File: config.mk
export PLATFORM = sky130hd
export DESIGN_NAME = clk_period_monitor
export DESIGN_NICKNAME = d
export VERILOG_FILES = /design/src/rtl/clk_period_monitor.sv
export SDC_FILE = /design/constraint.sdc
export NUM_CORES = 1
export LEC_CHECK = 0
export CAP_MARGIN = 20
export CELL_PAD_IN_SITES_DETAIL_PLACEMENT = 1
export CELL_PAD_IN_SITES_GLOBAL_PLACEMENT = 1
export CORE_ASPECT_RATIO = 2
export CORE_MARGIN = 1.5
export CORE_UTILIZATION = 45
export CTS_BUF_LIST = sky130_fd_sc_hd__clkbuf_8
export DETAILED_ROUTE_END_ITERATION = 8
export PLACE_DENSITY_LB_ADDON = 0.25
export SETUP_SLACK_MARGIN = 0.5
export SKIP_CTS_REPAIR_TIMING = 1
export SYNTH_ARGS = -nofsm -noshare
export SYNTH_HDL_FRONTEND = slang
export SYNTH_SLANG_ARGS = --single-unit
File: constraint.sdc
create_clock -name clk_50Mhz -period 4.5 [get_ports clk_50Mhz]
set_clock_uncertainty 0.05 [all_clocks]
set_input_delay 1.35 -clock clk_50Mhz [delete_from_list [all_inputs] [get_ports clk_50Mhz]]
set_output_delay 1.35 -clock clk_50Mhz [all_outputs]
set_load 0.02 [all_outputs]
File: src/rtl/clk_period_monitor.sv
// Slow-clock period monitor: synchronizes clk_in, emits ticks, measures periods, flags range/loss.
// Optional high-time measurement and check enabled by defining CLK_PERIOD_MONITOR_DUTY_EN.
module clk_period_monitor #(
  parameter int unsigned SYNC_STAGES = 2,
  parameter int unsigned CNT_W       = 17,
  parameter int unsigned NOM_PERIOD  = 50002,
  parameter int unsigned TOL         = 250,
  parameter int unsigned TIMEOUT     = 100000
) (
  input  logic             clk_50Mhz,
  input  logic             rst,
  input  logic             enable,
  input  logic             clk_in,
  output logic             tick,
  output logic [CNT_W-1:0] period,
  output logic             period_valid,
  output logic             in_range,
  output logic             lost,
`ifdef CLK_PERIOD_MONITOR_DUTY_EN
  output logic [CNT_W-1:0] high_time,
`endif
  output logic [7:0]       err_count
);

  localparam logic [CNT_W-1:0] TIMEOUT_C = CNT_W'(TIMEOUT);
  localparam logic [CNT_W-1:0] ONE_C     = CNT_W'(1);
  localparam logic [CNT_W:0]   NOM_C     = (CNT_W+1)'(NOM_PERIOD);
  localparam logic [CNT_W:0]   TOL_C     = (CNT_W+1)'(TOL);

  typedef enum logic [1:0] {IDLE, ACQUIRE, MEASURE, LOST} state_e;

  state_e           state_q, state_d;
  logic [SYNC_STAGES-1:0] sync_q;
  logic             prev_q;
  logic [CNT_W-1:0] cnt_q, cnt_d;
  logic [CNT_W-1:0] period_q, period_d;
  logic             period_valid_q, period_valid_d;
  logic             in_range_q, in_range_d;
  logic             lost_q, lost_d;
  logic [7:0]       err_q, err_d;
  logic             tick_q;
  logic             sync_out_c, rise_c, fall_c;
  logic             per_ok_c, duty_ok_c;
  logic [CNT_W-1:0] cnt_inc_c;
  logic [7:0]       err_inc_c;

  // |val - nom| <= TOL using a one-bit-wider signed difference
  function automatic logic within_tol(input logic [CNT_W-1:0] val, input logic [CNT_W:0] nom);
    logic signed [CNT_W:0] diff;
    logic [CNT_W:0]        mag;
    diff = $signed({1'b0, val}) - $signed(nom);
    mag  = diff[CNT_W] ? $unsigned(-diff) : $unsigned(diff);
    return (mag <= TOL_C);
  endfunction

  assign sync_out_c = sync_q[SYNC_STAGES-1];
  assign rise_c     = sync_out_c & ~prev_q;
  assign fall_c     = ~sync_out_c & prev_q;
  assign per_ok_c   = within_tol(cnt_q, NOM_C);
  assign cnt_inc_c  = (cnt_q == TIMEOUT_C) ? cnt_q : cnt_q + ONE_C;
  assign err_inc_c  = (err_q == 8'hFF) ? err_q : err_q + 8'd1;

  // Synchronizer, edge-detect and tick
  always_ff @(posedge clk_50Mhz) begin
    if (rst) begin
      sync_q <= '0;
      prev_q <= 1'b0;
      tick_q <= 1'b0;
    end else begin
      sync_q <= {sync_q[SYNC_STAGES-2:0], clk_in};
      prev_q <= sync_out_c;
      tick_q <= rise_c & enable;
    end
  end

  always_ff @(posedge clk_50Mhz) begin
    if (rst) begin
      state_q        <= IDLE;
      cnt_q          <= '0;
      period_q       <= '0;
      period_valid_q <= 1'b0;
      in_range_q     <= 1'b0;
      lost_q         <= 1'b0;
      err_q          <= '0;
    end else begin
      state_q        <= state_d;
      cnt_q          <= cnt_d;
      period_q       <= period_d;
      period_valid_q <= period_valid_d;
      in_range_q     <= in_range_d;
      lost_q         <= lost_d;
      err_q          <= err_d;
    end
  end

  always_comb begin
    state_d        = state_q;
    cnt_d          = cnt_q;
    period_d       = period_q;
    period_valid_d = 1'b0;
    in_range_d     = in_range_q;
    lost_d         = lost_q;
    err_d          = err_q;
    if (!enable) begin
      state_d = IDLE;
      cnt_d   = '0;
    end else begin
      unique case (state_q)
        IDLE: begin
          cnt_d   = '0;
          state_d = ACQUIRE;
        end
        ACQUIRE: begin
          if (rise_c) begin
            cnt_d   = ONE_C;
            state_d = MEASURE;
          end else begin
            cnt_d = cnt_inc_c;
            if (cnt_q == TIMEOUT_C) state_d = LOST;
          end
        end
        MEASURE: begin
          // An edge arriving on the timeout cycle still counts as a period
          if (rise_c) begin
            period_d       = cnt_q;
            period_valid_d = 1'b1;
            cnt_d          = ONE_C;
            in_range_d     = per_ok_c & duty_ok_c;
            if (!(per_ok_c & duty_ok_c)) err_d = err_inc_c;
          end else if (cnt_q == TIMEOUT_C) begin
            lost_d  = 1'b1;
            err_d   = err_inc_c;
            state_d = LOST;
          end else begin
            cnt_d = cnt_inc_c;
          end
        end
        LOST: begin
          if (rise_c) begin
            lost_d  = 1'b0;
            cnt_d   = ONE_C;
            state_d = MEASURE;
          end
        end
        default: state_d = IDLE;
      endcase
    end
  end

`ifdef CLK_PERIOD_MONITOR_DUTY_EN
  localparam logic [CNT_W:0] NOM_HALF_C = (CNT_W+1)'(NOM_PERIOD / 2);

  logic [CNT_W-1:0] hi_cnt_q, hi_meas_q, high_time_q;

  // High phase length: cycles from synchronized rise to the following synchronized fall
  always_ff @(posedge clk_50Mhz) begin
    if (rst) begin
      hi_cnt_q    <= '0;
      hi_meas_q   <= '0;
      high_time_q <= '0;
    end else begin
      if (rise_c) hi_cnt_q <= ONE_C;
      else if (sync_out_c && (hi_cnt_q != TIMEOUT_C)) hi_cnt_q <= hi_cnt_q + ONE_C;
      if (fall_c) hi_meas_q <= hi_cnt_q;
      if (period_valid_d) high_time_q <= hi_meas_q;
    end
  end

  assign duty_ok_c = within_tol(hi_meas_q, NOM_HALF_C);
  assign high_time = high_time_q;
`else
  logic unused_fall_c;
  assign unused_fall_c = fall_c;
  assign duty_ok_c     = 1'b1;
`endif

  assign tick         = tick_q;
  assign period       = period_q;
  assign period_valid = period_valid_q;
  assign in_range     = in_range_q;
  assign lost         = lost_q;
  assign err_count    = err_q;

endmodule

==> results of run 1 <==
[per-layer routing]
metal | wire length [um] | vias to the layer above | global-route usage [%]
met5 | 0 | - | 0
met4 | 709 | 0 | 19.6
met3 | 299 | 45 | 4.46
met2 | 5820 | 84 | 49.9
met1 | 3890 | 1704 | 26.2
li1 | - | 1640 | -
[where the power goes]
| group | switching (uW) | leakage [uW] | internal, uW |
|---|---|---|---|
| Sequential | 1.20 | 0.000411 | 453 |
| Combinational | 14.5 | 0.000870 | 8.90 |
| Clock | 181 | 0.0000502 | 116 |
| Total | 197 | 0.00133 | 577 |
[registers in the layout, indices dropped and copies added (netlist names)]
| signal | flops |
|---|---|
| cnt_q | 17 |
| err_count | 8 |
| in_range | 1 |
| lost | 1 |
| period | 17 |
| period_valid | 1 |
| prev_q | 1 |
| state_q | 2 |
| sync_q | 2 |
| tick | 1 |
[metrics by stage]
step | setup WS, ns | area, um^2
3_3_place_gp | 0.827 | 3910
5_1_grt | 0.523 | 4010
6_report | 0.697 | 4010
4_1_cts | 0.722 | 4010
2_1_floorplan | 1.18 | 3550
3_5_place_dp | 0.712 | 3910
[area by class of cell]
class | instances | share of cell area (%)
inverter | 9 | 0.842
tap | 94 | 2.93
clock buffer | 5 | 1.72
timing repair buffer | 43 | 10.0
sequential | 51 | 25.5
clock inverter | 3 | 0.717
multi-input combinational | 358 | 58.3
[Yosys cell counts, drive strengths merged, types with 3 or more instances]
cell type / count / area share, %
a2111oi: 4 / 1.2
nor2: 50 / 5.4
nor2b: 6 / 1.1
nand2b: 8 / 1.4
nand4: 10 / 1.8
a31oi: 4 / 0.70
nor4: 7 / 1.6
ha: 14 / 4.9
nor3: 8 / 1.4
xor2: 13 / 3.2
dfxtp: 51 / 29
o2111ai: 3 / 1.2
and2: 3 / 0.53
o21ai: 23 / 3.3
o211ai: 6 / 1.3
and3: 7 / 1.4
o21a: 3 / 0.63
a211oi: 5 / 1.4
or4: 4 / 0.95
o31ai: 3 / 0.63
or2: 5 / 0.88
inv: 9 / 0.95
nand2: 60 / 6.4
a21oi: 31 / 5.1
nand3: 18 / 2.5
clkbuf: 13 / 1.4
mux2i: 3 / 0.85
xnor2: 15 / 3.7
or3: 6 / 1.1
buf: 18 / 3.1
[critical path, cell delays in order, from the launching register on]
cell,delay [ns]
sky130_fd_sc_hd__dfxtp_1,0.60
sky130_fd_sc_hd__inv_1,0.20
sky130_fd_sc_hd__ha_1,0.30
sky130_fd_sc_hd__and2b_1,0.26
sky130_fd_sc_hd__o32ai_4,0.31
sky130_fd_sc_hd__nor2_1,0.14
sky130_fd_sc_hd__or2_1,0.27
sky130_fd_sc_hd__nor4_2,0.34
sky130_fd_sc_hd__o211ai_1,0.21
sky130_fd_sc_hd__a211oi_4,0.44
sky130_fd_sc_hd__a21oi_4,0.13
sky130_fd_sc_hd__nand4_1,0.13
sky130_fd_sc_hd__mux2_1,0.32
[logic make-up after synthesis]
kind of cell | count (synthesis) | synth area share, %
mux | 5 | 1.48
buf+inv | 40 | 5.42
compound gates | 105 | 21.9
xor+xnor | 28 | 6.90
simple gates | 206 | 30.6
fa+ha+maj | 14 | 4.93
flops | 51 | 28.7
[path summary, 6_finish.rpt]
check | start | to | slack, ns
setup / recovery | cnt_q[2] | err_count[6] | 0.70
hold / removal | period[14] | period[14] | 0.41
setup reg to reg | cnt_q[2] | err_count[6] | 0.70
hold reg to reg | period[14] | period[14] | 0.41
==> summary by stage, run 1 <==
Drt
The number of vias after detailed routing is 3473. In this run the remaining antenna-violating nets after routing total 0. The post-detailed-routing wire length is 10700 um. For this run, design rule violations remaining after detail routing come to 0. The routed length per instance is 19.0 um. The first detailed-routing pass took 5 iterations. The per-cell via count in the routed design is 6.17. After the first detailed-routing iteration, the DRC count stood at 138.

Die
The number of top-level design ports is 33. The cell row count is 45. The height of the chip is 129 um. The chip width is 65.8 um. The die covers 8470 um^2. The core footprint is 7600 um^2. The effective utilization at floorplan is 46.7%.

Clocking
The maximum root-to-sink buffer count is 2. The number of sinks on the clock net is 51. TritonCTS built the clock tree. In this run the clock root is driven by a sky130_fd_sc_hd__clkbuf_8. Clock tree synthesis inserted a total of 5 buffers. Clock-pin slew was measured on the worst setup and hold paths at 0.11 ns. The H-tree was split into 2 levels. The latest clock arrival within the worst-skew pair is 0.34 ns.

Min path
The classification of the worst-slack hold path is reg -> reg. The worst hold path was traced through 2 stages.

Timing
The number of setup violations in the final report is 0. Hold timing on the final database bottoms out at a slack of 0.411 ns. The max-slew violation count is 0. The routed design could run at a clock period as short as 3.80 ns. The worst path uses 84.5% of the clock period.

The upper clock frequency limit is 263 MHz. The number of failing hold endpoints at the final stage is 0. For the final routed database, the setup TNS stands at 0 ns. Setup repair after global routing left no endpoint under its margin. At the pin with the least slew margin, the transition time is 0.813 ns. The worst pin sits at a relative slew slack of 45.5%.

Global routing
The via count of the first global-routing pass is 3724. Global routing used 27.1% of the available tracks. The pin count of the biggest net entering global routing is 32. The total congestion overflow after global routing is 0. The initial antenna violation count came to 0. The wire length of the first global-routing pass is 17800 um.

Layout
The post-layout utilization of the core is 52.8%. Summing all flip-flop and latch instances after layout gives 1020 um^2. The post-route netlist has 10.0% of its cells at a drive strength greater than 1.

The filler-free cell count of the finished design is 563. The number of inserted diodes is 0. The final layout net count is 486. The total of fill cells in the finished design is 943. The most frequent standard cell in the layout excluding fill and tap cells is sky130_fd_sc_hd__nand2_1. In the layout the commonest cells are 59 x sky130_fd_sc_hd__nand2_1, 51 x sky130_fd_sc_hd__dfxtp_1, 49 x sky130_fd_sc_hd__nor2_1. The area growth from synthesis to layout is 12.9%.

In the final layout, the multi-input gates occupy 2340 um^2.

Status
The flow ran to the end, and the final reports show no timing, DRC or antenna violations.

Yosys
After synthesis, the netlist uses 81 different library cells. Synthesis produced a netlist with a net count of 467. The mean cell area of the mapped netlist is 7.91 um^2.

Sequential elements use 28.7% of the synthesized area. The synthesized cell area is 3550 um^2. Synthesis inferred 51 register bits.

The count of warnings emitted by yosys is 0. The synthesized design contains 0 enable-type register cells. The most instantiated flip-flop cell in the synthesis netlist is sky130_fd_sc_hd__dfxtp_1. The post-synthesis async set-or-reset flop share is 0%. The count of mapped cells out of synthesis is 449.

Pwr
Across the VDD grid, the largest voltage drop is 109 uV. Dividing total power by cell area gives a power density of 193 nW/um^2. Summed over all cells, the static leakage comes to 0.00133 uW. After layout, the design draws a total of 774 uW.

Placed design
The number of placed cells counting well taps is 555. Port buffering added 32 buffers. The routability congestion estimate is 0.946. The estimated wirelength of the detail-placed design is 8460 um.

Worst setup path
Measured in cells, the most critical reg-to-reg path has a length of 12. The type of element capturing the critical path is a register. The critical path is of the reg -> reg type. The launching element type of the critical path is a register. The arrival time of data at the critical path endpoint is 3.99 ns. STA puts the critical path data required time at 4.69 ns.

The maximum net fanout on the critical path is 10.

Flow run
The max capacitance violation total is 0.
Power figures use the tool's default switching activity.
==> run 2, diff against run 1 <==
==> constraint.sdc (replaced) <==
create_clock -name clk_50Mhz -period 3.8 [get_ports clk_50Mhz]
set_clock_uncertainty 0.05 [all_clocks]
set_input_delay 1.14 -clock clk_50Mhz [delete_from_list [all_inputs] [get_ports clk_50Mhz]]
set_output_delay 1.14 -clock clk_50Mhz [all_outputs]
set_load 0.02 [all_outputs]
==> summary by stage, run 2 (synthesis gave the netlist of run 1 again) <==
Status
The flow ran to the end, and the final reports show no timing, DRC or antenna violations.

Global routing
The met1 routing resource usage after global routing came to 26.7% (+0.49 points). The total congestion overflow after global routing is 0 (unchanged). After global routing, the most crowded layer is met2. The wire length of the first global-routing pass is 17700 um (-0.54%). The via count of the first global-routing pass is 3647 (-2.1%). The met2 demand-to-capacity share in global routing is 50.1% (+0.24 points).

The pin count of the biggest net entering global routing is 32 (unchanged). The global routing met3 resource utilization was 3.23% (-1.2 points). The initial antenna violation count is 0 (unchanged). The total track usage is 27.2% (+0.069 points).

Drt
The DRC marker count from the first detailed-route iteration is 154 (+12%). The per-cell via count in the routed design is 6.11 (-0.90%). The post-route antenna net violation count is 0 (unchanged). The iteration count of the initial detailed-routing pass is 4 (-1).

The number of vias after detailed routing is 3515 (+1.2%). The remaining routing DRC violations is 0 (unchanged). The post-detailed-routing wire length came to 11100 um (+3.3%). The routed length per instance is 19.3 um (+1.2%).

Worst setup path
The worst path buffer plus inverter count is 1 (unchanged). The worst setup path is of the reg -> reg kind. On the critical path, the stage with the largest delay is an instance of sky130_fd_sc_hd__dfxtp_2. The critical path starts at cnt_q[6].

The endpoint required time on the critical path is 3.97 ns (-0.72 ns). The startpoint of the most critical register-to-register path is cnt_q[6]. The worst setup path is launched from a register.

In this design, the largest share of critical-path delay is due to compound AO/OA/AOI/OAI gates. The type of element capturing the critical path is a register. The delay of the slowest cell on the worst path was 0.41 ns (-0.19 ns).

Walking the worst path, the cells encountered are buf_4 -> a21oi_4 -> o32ai_4 -> o41a_1 -> or3_1 -> a2111oi_4 -> nor3_2 -> and4b_4 -> a21oi_4 -> nand4_1 -> mux2_1. The cell seen most often among critical-path stages is sky130_fd_sc_hd__a21oi_4. The arrival time of data at the critical path endpoint is 3.46 ns (-0.53 ns).

The maximum net fanout on the critical path is 10 (unchanged).

Clocking
The number of sinks on the clock net is 51 (unchanged). The root buffer selected by CTS is sky130_fd_sc_hd__clkbuf_8. The CTS H-tree depth is 2 (unchanged). The maximum root-to-sink buffer count is 2 (unchanged). The latest clock arrival within the worst-skew pair is 0.32 ns (-0.02 ns).

The number of buffers created by CTS came to 5 (unchanged). The clock transition at the registers of the reported paths is 0.10 ns (about the same). The TritonCTS clock tree is built.

Timing
The number of setup violations in the final report is 0 (unchanged). The final worst-path cycle share was 86.7% (+2.2 points). The max-slew violation count is 0 (unchanged).

The total negative slack for setup checks is 0 ns (unchanged). The number of failing hold endpoints at the final stage was 0 (unchanged). The measured slew at the worst slew-check pin is 0.721 ns (-0.0918 ns). The final worst slack was 0.505 ns (-0.192 ns). Setup repair after global routing could not meet its margin everywhere. The final critical path time including I/O delays and setup came to 3.30 ns (-0.508 ns). The tightest slew margin relative to the limit is 51.8% (+6.4 points). The upper clock frequency limit is 303 MHz (+15%).

Die
The height of the chip is 129 um (unchanged). The chip width is 65.8 um (unchanged). The core footprint is 7600 um^2 (unchanged). The overall die area is 8470 um^2 (unchanged). The cell row count is 45 (unchanged).

The number of top-level design ports is 33 (unchanged). The effective utilization at floorplan was 46.7% (unchanged).

Pwr
The power density over the cells is 219 nW/um^2 (+13%). The net switching fraction of the power came to 23.0% (-2.4 points). The combinational cell fraction of total power is 3.2% (+0.2 points). The part of the power in registers was 58.0% (-0.7 points). The internal power consumption was 712 uW (+23%). The worst-case vdd ir drop is 130 uV (+20%). The switching power summed over all nets came to 213 uW (+8.2%). The leakage power is 0.00144 uW (+8.0%).

The fraction of power consumed by the clock network is 38.8% (+0.5 points).

Layout
Leaving out fill and tap cells, the most frequent cell in the layout is sky130_fd_sc_hd__nand2_1. The layout cell share with drive strength beyond 1 is 17.3% (+7.2 points). The number of inserted diodes is 0 (unchanged). The total of fill cells in the finished design is 956 (+1.4%). The top cell types in the final layout, fill and taps aside, are 59 x sky130_fd_sc_hd__nand2_1, 48 x sky130_fd_sc_hd__nor2_1, 43 x sky130_fd_sc_hd__dfxtp_1. The signed area change from the synthesized netlist to the final layout is 18.9%. The final layout net count is 498 (+2.5%). The final cell area excluding filler cells is 4220 um^2 (+5.3%).

Placed design
The count of input and output buffers is 32 (unchanged). The routability congestion estimate is 0.894 (-5.5%). The instance area after placement is 3980 um^2 (+1.6%).

The estimated wirelength of the detail-placed design was 8600 um (+1.7%). The setup slack after placement was 0.321 ns (-0.391 ns).

Flow run
The max capacitance violation total is 0 (unchanged).

Min path
The worst hold path begins at period[8]. The classification of the worst-slack hold path is reg -> reg.
## run 2: cell type report
type	count	area, um^2	area share, %
clock buffer	7	96.3	2.28
sequential	51	1030	24.5
multi-input combinational	358	2440	57.8
inverter	9	33.8	0.800
timing repair buffer	55	493	11.7
tap	94	118	2.78
clock inverter	1	7.51	0.178
## run 2: power by group through the flow
stage | Combinational, uW | Sequential (uW) | Clock, uW
after global placement | 27.9 | 550 | 0
after global routing | 32.4 | 537 | 383
after CTS | 29.5 | 538 | 364
after detailed placement | 29.1 | 550 | 0
final | 29.5 | 537 | 359
after floorplan | 16.5 | 550 | 0
## run 2: per-stage QoR
stage / total power (uW) / hold WS (ns) / utilization [%] / instances
after floorplan: 566 / 0.364 / - / 449
final: 925 / 0.412 / 55.6 / 575
after global placement: 578 / 0.393 / 52.3 / 563
after detailed placement: 579 / 0.402 / 52.3 / 563
after CTS: 931 / 0.415 / 53.7 / 571
after global routing: 953 / 0.438 / 55.6 / 575
## run 2: tightest hold or removal path, stage by stage, from the launching register on
cell and delay [ns]:
sky130_fd_sc_hd__dfxtp_1 0.32, sky130_fd_sc_hd__nand2_1 0.05, sky130_fd_sc_hd__a21oi_1 0.05
## run 2: final timing paths
check	to	slack [ns]	depth (start not counted)
max	err_count[6]	0.50	11
min	period[8]	0.41	2
max reg2reg	err_count[6]	0.50	11
min reg2reg	period[8]	0.41	2
## run 2: per-layer routing
| metal | routed length (um) | vias up |
|---|---|---|
| li1 | - | 1666 |
| met2 | 6040 | 89 |
| met3 | 271 | 50 |
| met5 | 0 | - |
| met4 | 797 | 0 |
| met1 | 3960 | 1710 |
==> run 3, diff against run 2 <==
--- a/config.mk
+++ b/config.mk
@@ -13,7 +13,7 @@
 export CORE_UTILIZATION = 45
 export CTS_BUF_LIST = sky130_fd_sc_hd__clkbuf_8
 export DETAILED_ROUTE_END_ITERATION = 8
-export PLACE_DENSITY_LB_ADDON = 0.25
+export PLACE_DENSITY_LB_ADDON = 0.1
 export SETUP_SLACK_MARGIN = 0.5
 export SKIP_CTS_REPAIR_TIMING = 1
 export SYNTH_ARGS = -nofsm -noshare
==> summary by stage, run 3 (synthesis gave the netlist of run 1 again) <==
Die
The cell row count was 45 (unchanged). The number of top-level design ports was 33 (unchanged). The overall die area is 8470 um^2 (unchanged).

The height of the chip came to 129 um (unchanged). The effective utilization at floorplan was 46.7% (unchanged). The chip width is 65.8 um (unchanged). The core footprint is 7600 um^2 (unchanged).

Drt
The per-cell via count in the routed design was 5.97 (-2.3%). The number of vias after detailed routing is 3483 (-0.91%). The routed length per instance is 19.5 um (+1.5%). The remaining routing DRC violations is 0 (unchanged). The iteration count of the initial detailed-routing pass is 4 (unchanged). The post-route antenna net violation count was 0 (unchanged). The DRC marker count from the first detailed-route iteration is 150 (-2.6%). The post-detailed-routing wire length is 11400 um (+2.9%).

Clocking
The cell sitting at the root of the clock tree is a sky130_fd_sc_hd__clkbuf_8. The number of sinks on the clock net is 51 (unchanged). The number of buffers created by CTS is 5 (unchanged). TritonCTS built the clock tree. The latest clock arrival within the worst-skew pair was 0.32 ns (about the same). The maximum root-to-sink buffer count is 2 (unchanged). The clock transition at the registers of the reported paths is 0.10 ns (about the same). The CTS H-tree depth is 2 (unchanged).

Status
The flow ran to the end, and the final reports show no timing, DRC or antenna violations.

Timing
The final worst-path cycle share is 86.0% (-0.75 points). Setup repair after global routing could not meet its margin everywhere. The upper clock frequency limit is 306 MHz (+0.88%).

The number of failing hold endpoints at the final stage is 0 (unchanged). The final worst slack is 0.534 ns (+0.0287 ns). The number of setup violations in the final report is 0 (unchanged). The total negative slack for setup checks is 0 ns (unchanged). The tightest slew margin relative to the limit is 53.2% (+1.4 points). The measured slew at the worst slew-check pin is 0.699 ns (-0.0215 ns). The max-slew violation count is 0 (unchanged). The final critical path time including I/O delays and setup is 3.27 ns (-0.0287 ns).

Global routing
The initial antenna violation count is 0 (unchanged). The pin count of the biggest net entering global routing is 32 (unchanged). The via count of the first global-routing pass came to 3546 (-2.8%).

The wire length of the first global-routing pass is 17300 um (-2.7%). The total congestion overflow after global routing is 0 (unchanged). The total track usage is 26.8% (-0.42 points).

Worst setup path
The internal reg-to-reg setup slack is 0.53 ns (+0.03 ns). The startpoint of the most critical register-to-register path is cnt_q[9]. The endpoint required time on the critical path is 3.95 ns (-0.02 ns). The depth of the worst register-to-register path is 9 (-2). The maximum net fanout on the critical path is 10 (unchanged). The critical setup path kind is reg -> reg. The type of element capturing the critical path is a register. The arrival time of data at the critical path endpoint is 3.41 ns (-0.05 ns). The capture point of the worst reg-to-reg path is err_count[6].

The launching element type of the critical path is a register.

Pwr
The leakage power is 0.00148 uW (+2.9%). The overall power is 883 uW (-4.5%). The worst-case vdd ir drop is 137 uV (+5.1%). The power density over the cells is 206 nW/um^2 (-6.0%).

Layout
The top cell types in the final layout, fill and taps aside, are 59 x sky130_fd_sc_hd__nand2_1, 46 x sky130_fd_sc_hd__nor2_1, 45 x sky130_fd_sc_hd__dfxtp_1. The number of inserted diodes is 0 (unchanged). The final cell area excluding filler cells is 4290 um^2 (+1.5%). The layout cell share with drive strength beyond 1 is 19.0% (+1.8 points).

The filler-free cell count of the finished design is 583 (+1.4%). The signed area change from the synthesized netlist to the final layout is 20.7%. The final layout net count is 506 (+1.6%). Leaving out fill and tap cells, the most frequent cell in the layout is sky130_fd_sc_hd__nand2_1.

Placed design
The estimated wirelength of the detail-placed design is 8910 um (+3.5%). The count of input and output buffers is 32 (unchanged). The number of placed cells counting well taps is 566 (+0.53%). The setup slack after placement is 0.250 ns (-0.0708 ns). The instance area after placement was 4000 um^2 (+0.57%).

The routability congestion estimate is 0.911 (+1.9%).

Min path
For hold timing, the worst endpoint is period[15]. The number of stages on the worst hold path is 2 (unchanged). The classification of the worst-slack hold path is reg -> reg. The startpoint identified for the worst hold timing path is period[15].

Flow run
The max capacitance violation total was 0 (unchanged).
==> run 3: changes by cell type in the layout (fill, tap and decap cells not counted), sizes merged <==
cell    before  now
buf         23   31
clkbuf       7    5
clkinv       0    1
inv          9   10
==> run 3: worst max path at each step <==
| stage | start | to | slack (ns) | cells past startpoint |
|---|---|---|---|---|
| final | cnt_q[9] | err_count[6] | 0.53 | 9 |
| after global routing | cnt_q[2] | err_count[5] | 0.42 | 14 |
| after CTS | cnt_q[1] | err_count[6] | 0.23 | 12 |
| after detailed placement | cnt_q[1] | err_count[6] | 0.25 | 12 |
| after floorplan | cnt_q[2] | err_count[6] | 0.55 | 13 |
| after global placement | cnt_q[6] | err_count[6] | 0.42 | 10 |
==> run 3: power breakdown <==
group	switching [uW]	internal (uW)
combinational	18.6	10.7
sequential	1.27	535
clock	191	127
total	210	673
==> run 3: area by class of cell <==
| type | count | area (um^2) |
|---|---|---|
| Sequential cell | 51 | 1030 |
| Multi-Input combinational cell | 358 | 2470 |
| Clock buffer | 5 | 68.8 |
| Clock inverter | 3 | 16.3 |
| Fill cell | 924 | 3310 |
| Inverter | 9 | 33.8 |
| Tap cell | 94 | 118 |
| Timing Repair Buffer | 63 | 553 |
==> run 3: stage by stage <==
stage / hold WS, ns / util, %
5_1_grt: 0.430 / 56.4
4_1_cts: 0.411 / 53.7
3_3_place_gp: 0.391 / 52.6
2_1_floorplan: 0.364 / -
6_report: 0.405 / 56.4
3_5_place_dp: 0.398 / 52.6
==> run 3: metal layers <==
layer | global-route usage, % | share of wire (%) | vias to the layer above
met4 | 15.7 | 3.3 | 0
met2 | 52.8 | 59 | 48
met3 | 2.27 | 1.2 | 18
li1 | - | - | 1683
met5 | 0 | 0 | -
met1 | 25.5 | 37 | 1734
==> run 3: worst max-delay path: stages, from the launching register on <==
cell                       delay, ns
sky130_fd_sc_hd__dfxtp_1        0.58
sky130_fd_sc_hd__nand4b_4       0.20
sky130_fd_sc_hd__o32ai_4        0.38
sky130_fd_sc_hd__o21ai_0        0.24
sky130_fd_sc_hd__xor2_1         0.22
sky130_fd_sc_hd__o41a_2         0.50
sky130_fd_sc_hd__a211oi_4       0.42
sky130_fd_sc_hd__a21oi_4        0.12
sky130_fd_sc_hd__nand4_1        0.11
sky130_fd_sc_hd__mux2_1         0.33
